### config.mk
export PLATFORM = sky130hd
export DESIGN_NAME = mc_ctrl_fsm
export DESIGN_NICKNAME = d
export VERILOG_FILES = /design/src/rtl/mc_ctrl_fsm.sv
export SDC_FILE = /design/constraint.sdc
export NUM_CORES = 1
export LEC_CHECK = 0
export CORE_UTILIZATION = 43
export DETAILED_ROUTE_END_ITERATION = 12
export PLACE_DENSITY = 0.79
export REMOVE_ABC_BUFFERS = 1
export SYNTH_ARGS = -nofsm -noshare
export SYNTH_HDL_FRONTEND = slang
export SYNTH_SLANG_ARGS = --single-unit
### constraint.sdc
create_clock -name clk -period 2.6 [get_ports clk]
set_input_delay 0.52 -clock clk [delete_from_list [all_inputs] [get_ports clk]]
set_output_delay 0.52 -clock clk [all_outputs]
set_load 0.005 [all_outputs]
### src/rtl/mc_ctrl_fsm.sv
// Multi-cycle controller for the ARM-subset core: FETCH/DECODE/EXEC/MEM/WB/BRANCH/MULX/FAULT.
// Optional multi-cycle multiply is compiled in when CTRL_MUL_EN is defined.
module mc_ctrl_fsm #(
    parameter int STATE_W     = 4,
    parameter int MEM_TIMEOUT = 16,
    parameter int MUL_CYCLES  = 4
) (
    input  logic               clk,
    input  logic               rst,
    input  logic [31:0]        instruction,
    input  logic               N,
    input  logic               Z,
    input  logic               C,
    input  logic               V,
    input  logic               dm_ready,
    output logic               PCwr,
    output logic               DMwr,
    output logic               dm_req,
    output logic               RFwr,
    output logic               flag_wr,
    output logic [3:0]         ALUop,
    output logic [1:0]         EXTop,
    output logic [1:0]         NPCop,
    output logic [1:0]         Rw,
    output logic               RbSrc,
    output logic               ALUBSrc,
    output logic               PCtoBL,
    output logic               IMen,
    output logic               fault,
    output logic [STATE_W-1:0] State
);

    typedef enum logic [2:0] {
        S_FETCH  = 3'd0,
        S_DECODE = 3'd1,
        S_EXEC   = 3'd2,
        S_MEM    = 3'd3,
        S_WB     = 3'd4,
        S_BRANCH = 3'd5,
        S_MULX   = 3'd6,
        S_FAULT  = 3'd7
    } state_t;

    localparam int WAIT_W = $clog2(MEM_TIMEOUT) + 1;
    localparam int MUL_W  = $clog2(MUL_CYCLES) + 1;

    state_t            state_q, state_d;
    logic [31:0]       ir_q, ir_d;
    logic [WAIT_W-1:0] wait_q, wait_d;
    logic [MUL_W-1:0]  mul_q, mul_d;
    logic              fault_q, fault_d;

    logic [3:0] cond;
    logic       cond_pass;
    logic       is_mem;
    logic       is_branch;
    logic       is_cmp;
    logic       is_mul_enc;
    logic       mul_ok;
    logic       undef_enc;
    logic       wait_last;
    logic       mul_last;
    logic       unused_ir_bits;

    assign cond       = ir_q[31:28];
    assign is_mem     = (ir_q[27:26] == 2'b01);
    assign is_branch  = (ir_q[27:25] == 3'b101);
    assign is_cmp     = (ir_q[24:23] == 2'b10);
    assign is_mul_enc = (ir_q[27:22] == 6'b000000) && (ir_q[7:4] == 4'b1001);
    assign wait_last  = (wait_q == WAIT_W'(MEM_TIMEOUT - 1));
    assign mul_last   = (mul_q == MUL_W'(MUL_CYCLES - 1));
    // Register fields and the immediate are consumed by the datapath, not here.
    assign unused_ir_bits = ^{ir_q[19:8], ir_q[3:0]};

`ifdef CTRL_MUL_EN
    assign mul_ok = is_mul_enc;
`else
    assign mul_ok = 1'b0;
`endif

    // Without the multiplier a MUL encoding is just another undefined instruction.
    assign undef_enc = (ir_q[27:26] == 2'b11) ||
                       (ir_q[27:25] == 3'b100) ||
                       (is_mem && ir_q[25]) ||
                       (is_mul_enc && !mul_ok);

    always_comb begin
        cond_pass = 1'b0;
        case (cond)
            4'b0000: cond_pass = Z;
            4'b0001: cond_pass = !Z;
            4'b0010: cond_pass = C;
            4'b0011: cond_pass = !C;
            4'b0100: cond_pass = N;
            4'b0101: cond_pass = !N;
            4'b0110: cond_pass = V;
            4'b0111: cond_pass = !V;
            4'b1000: cond_pass = C && !Z;
            4'b1001: cond_pass = !C || Z;
            4'b1010: cond_pass = (N == V);
            4'b1011: cond_pass = (N != V);
            4'b1100: cond_pass = !Z && (N == V);
            4'b1101: cond_pass = Z || (N != V);
            4'b1110: cond_pass = 1'b1;
            default: cond_pass = 1'b0;
        endcase
    end

    always_ff @(posedge clk) begin
        if (rst) begin
            state_q <= S_FETCH;
            ir_q    <= '0;
            wait_q  <= '0;
            mul_q   <= '0;
            fault_q <= 1'b0;
        end else begin
            state_q <= state_d;
            ir_q    <= ir_d;
            wait_q  <= wait_d;
            mul_q   <= mul_d;
            fault_q <= fault_d;
        end
    end

    always_comb begin
        state_d = state_q;
        ir_d    = ir_q;
        wait_d  = '0;
        mul_d   = '0;
        fault_d = fault_q;
        case (state_q)
            S_FETCH: begin
                ir_d    = instruction;
                state_d = S_DECODE;
            end
            S_DECODE: begin
                if (cond == 4'b1111)  state_d = S_FAULT;
                else if (!cond_pass)  state_d = S_FETCH;
                else if (undef_enc)   state_d = S_FAULT;
                else if (is_branch)   state_d = S_BRANCH;
                else                  state_d = S_EXEC;
            end
            S_EXEC: begin
                if (is_mem)       state_d = S_MEM;
                else if (mul_ok)  state_d = S_MULX;
                else if (is_cmp)  state_d = S_FETCH;
                else              state_d = S_WB;
            end
            S_MEM: begin
                // A completion in the timeout cycle still wins over the fault.
                if (dm_ready)       state_d = ir_q[20] ? S_WB : S_FETCH;
                else if (wait_last) state_d = S_FAULT;
                else                wait_d  = wait_q + WAIT_W'(1);
            end
            S_MULX: begin
                if (mul_last) state_d = S_WB;
                else          mul_d   = mul_q + MUL_W'(1);
            end
            S_WB:     state_d = S_FETCH;
            S_BRANCH: state_d = S_FETCH;
            S_FAULT:  state_d = S_FAULT;
            default:  state_d = S_FAULT;
        endcase
        if (state_d == S_FAULT) fault_d = 1'b1;
    end

    always_comb begin
        PCwr    = 1'b0;
        DMwr    = 1'b0;
        dm_req  = 1'b0;
        RFwr    = 1'b0;
        flag_wr = 1'b0;
        ALUop   = 4'b0000;
        EXTop   = 2'b00;
        NPCop   = 2'b00;
        Rw      = 2'b00;
        RbSrc   = 1'b0;
        ALUBSrc = 1'b0;
        PCtoBL  = 1'b0;
        IMen    = 1'b0;
        fault   = fault_q && !rst;
        State   = rst ? '0 : STATE_W'(state_q);
        if (!rst) begin
            case (state_q)
                S_FETCH: begin
                    IMen = 1'b1;
                    PCwr = 1'b1;
                end
                S_EXEC: begin
                    if (is_mem) begin
                        ALUop   = ir_q[23] ? 4'b0100 : 4'b0010;
                        ALUBSrc = 1'b1;
                        RbSrc   = 1'b1;
                    end else begin
                        ALUop   = ir_q[24:21];
                        ALUBSrc = ir_q[25];
                        EXTop   = 2'b01;
                        // A multiply updates flags only once its result is final.
                        flag_wr = mul_ok ? 1'b0 : (is_cmp || ir_q[20]);
                    end
                end
                S_MEM: begin
                    dm_req = 1'b1;
                    DMwr   = !ir_q[20];
                end
                S_WB: begin
                    RFwr = 1'b1;
                    Rw   = mul_ok ? 2'b10 : 2'b00;
                end
                S_BRANCH: begin
                    PCwr  = 1'b1;
                    NPCop = 2'b01;
                    EXTop = 2'b10;
                    if (ir_q[24]) begin
                        RFwr   = 1'b1;
                        Rw     = 2'b01;
                        PCtoBL = 1'b1;
                    end
                end
                S_MULX: flag_wr = mul_last && ir_q[20];
                default: ;
            endcase
        end
    end

endmodule

==> reports/metrics.cfg, run 1 <==
[run_status]
status=finished clean

[cells_and_area]
num_antenna_cells=0
final_common_cell=clkdlybuf4s50_1
area.sequential_sq_um=562
final_cell_mix=clkdlybuf4s50_1 (38), nand2_1 (36), dfxtp_1 (27), a21oi_1 (19), nor2_1 (14)
drive_above_1_share_pct=12.8
final_cell_area_sq_um=2210
nFillCells=308
syn_to_final_growth_pct=37.6
multiInputGateArea_sq_um=973
finalNetCount=294
fin_util_pct=64.1

[detailed_routing]
finalWirelength_um=3430
dr_total_vias=1511
drc=0
dr.pass1.iters=6
ant_nets=0
wl_per_cell_um=11.6
drt_iter0_drc=45
via_per_inst=5.10

[placement]
io_buffers=43
postPlaceCellArea_sq_um=2110
place.gp.congestion=0.760
post-dp-hpwl_um=2540

[critical_path]
critPathLaunchType=flop
crit_path_end_kind=primary output
critPathKind=flop to primary output
critPathArrivalTime_ns=1.96
crit_required_ns=2.08
crit_fanout=6

[cts]
clk_latency_ns=0.27
clockBufferDepth=2
path_clk_slew_ns=0.09
tritoncts=yes
hold_buffers=0
numCtsBuffers=3
htreeDepth=1
clock-root-buffer=clkbuf_8
cts.sinks=28

[timing]
period_share_pct=95.4
min_period_ns=2.48
rsz0062_at_grt=false
fmax_ghz=0.403
finalClockSkew_ns=0.00279
setup_viol=0
hold_viol_final=0
relSlewSlack_pct=62.8
worst_pin_slew_ns=0.554
drv_slew=0

[synth]
synth-edff-count=0
synth_ff_type=dfxtp_1
yosysWarnings=0
synthArstFlopShare_pct=0
yosysSeqAreaShare_pct=34.9
synth_area_sq_um=1600
ys_ff_latch=28
synth_area_per_cell_sq_um=7.79
synth.distinct_cells=55
netlist_instances=206

[global_routing]
grt_max_degree=24
gr-usage-all-layers_pct=18.1
grt_pass1_vias=1426
globalRouteOverflowTotal=0
antenna_found_initial=0
grt_first_pass_wirelength_um=5840

[run]
max_cap_violations=0

[floorplanning]
io_pins=63
core_area_sq_um=3440
dieArea_sq_um=3980
start_util_pct=46.6
die_w_um=63.1
die_h_um=63.1
row_count=21

[power_and_ir_drop]
power_mw=1.54
powerDensity_nw_per_um2=699
ir_worst_vdd_mv=0.403
cellLeakagePower_nw=0.907

[worst_hold_path]
hp-class=flop to flop

[worst paths after layout]
path | startpoint | to | slack [ns] | depth (start not counted)
setup reg to reg | ir_q[30] | state_q[0] | 0.59 | 6
hold reg to reg | mul_q[0] | mul_q[0] | 0.43 | 1
hold / removal | mul_q[0] | mul_q[0] | 0.43 | 1
setup / recovery | ir_q[26] | ALUop[1] | 0.12 | 5
[routing by layer]
metal	track usage (%)	vias up	share of wire, %
li1	-	795	-
met1	21.4	676	46
met3	2.90	3	4.2
met5	0	-	0
met2	32.0	37	49
met4	7.27	0	0.61
[kinds of logic after synthesis]
logic type	Yosys count	synth area share, %
adder cells (fa/ha/maj)	4	3.12
AND/OR/NAND/NOR	97	31.1
other	1	0.234
multiplexers	4	2.65
flip-flops	28	34.9
buffers and inverters	27	7.88
AO/OA/AOI/OAI	41	17.9
XOR/XNOR	4	2.18
[area by class of cell]
cell class | instances | share of cell area (%)
repair buffers | 55 | 23.6
well taps | 46 | 2.61
flip-flops and latches | 28 | 25.5
multi-input cells | 153 | 44.1
inverters | 10 | 1.70
clock buffers | 4 | 2.49
[critical path, stage by stage, from the launching register on]
cell and delay, ns:
dfxtp_2 0.36, nor2b_1 0.16, or3_4 0.39, nor2_4 0.12
a22o_1 0.16, clkdlybuf4s50_1 0.50
[metrics by stage]
stage	cells	hold WS, ns	worst slack (ns)	TNS [ns]
after floorplan	191	0.399	0.675	0
after global placement	292	0.414	-0.128	-0.908
after detailed placement	292	0.412	-0.148	-0.976
after CTS	296	0.429	-0.0263	-0.0978
after global routing	296	0.455	0.0158	0
final	296	0.426	0.120	0
[synth_stat cells, types with 2 or more instances]
master	instances	share of area, %
a21oi_1	19	5.9
a311oi_1	2	1.1
and2_1	3	1.2
and3_1	2	0.78
and3b_1	2	1.1
buf_4	4	1.9
clkbuf_1	10	2.3
dfxtp_1	28	35
ha_1	4	3.1
inv_1	10	2.3
mux2i_1	2	1.2
nand2_1	36	8.4
nand2b_1	6	2.3
nor2_1	15	3.5
nor2b_1	5	2.0
nor3_1	6	1.9
nor3b_1	2	0.94
nor4_1	4	1.6
o211ai_1	3	1.4
o21ai_0	2	0.62
or2_1	2	0.78
or3_1	4	1.6
xnor2_1	2	1.1
xor2_1	2	1.1
[registers in the layout, summed over array words and instances (netlist names)]
| signal | flops |
|---|---|
| fault_q | 1 |
| mul_q | 3 |
| ir_q | 16 |
| wait_q | 5 |
| state_q | 3 |
[timing repair]
item | in CTS | in global routing
setup buffers | 0 | 0
gates resized for setup | 9 | 5
pin swaps | 2 | 0
setup endpoints to repair | 13 | 12
[report_power, final]
part           total [mW]  leakage [nW]  switching [mW]  internal, mW
logic               0.680         0.648           0.351         0.329
clock network       0.268        0.0288           0.133         0.136
registers           0.595         0.230          0.0841         0.511
total                1.54         0.907           0.567         0.976
Note: power is estimated with default switching activity, not from simulation.
==> inputs of run 2 (changes only) <==
--- a/config.mk
+++ b/config.mk
@@ -5,10 +5,12 @@
 export SDC_FILE = /design/constraint.sdc
 export NUM_CORES = 1
 export LEC_CHECK = 0
+export CAP_MARGIN = 40
 export CORE_UTILIZATION = 43
 export DETAILED_ROUTE_END_ITERATION = 12
 export PLACE_DENSITY = 0.79
 export REMOVE_ABC_BUFFERS = 1
+export SLEW_MARGIN = 5
 export SYNTH_ARGS = -nofsm -noshare
 export SYNTH_HDL_FRONTEND = slang
 export SYNTH_SLANG_ARGS = --single-unit
==> results of run 2 <==
Final layout, timing and power as in run 1 (identical DEF).
==> inputs of run 3 (changes only) <==
--- a/config.mk
+++ b/config.mk
@@ -5,7 +5,6 @@
 export SDC_FILE = /design/constraint.sdc
 export NUM_CORES = 1
 export LEC_CHECK = 0
-export CAP_MARGIN = 40
 export CORE_UTILIZATION = 43
 export DETAILED_ROUTE_END_ITERATION = 12
 export PLACE_DENSITY = 0.79
==> results of run 3 <==
Final layout, timing and power as in run 1 (identical DEF).
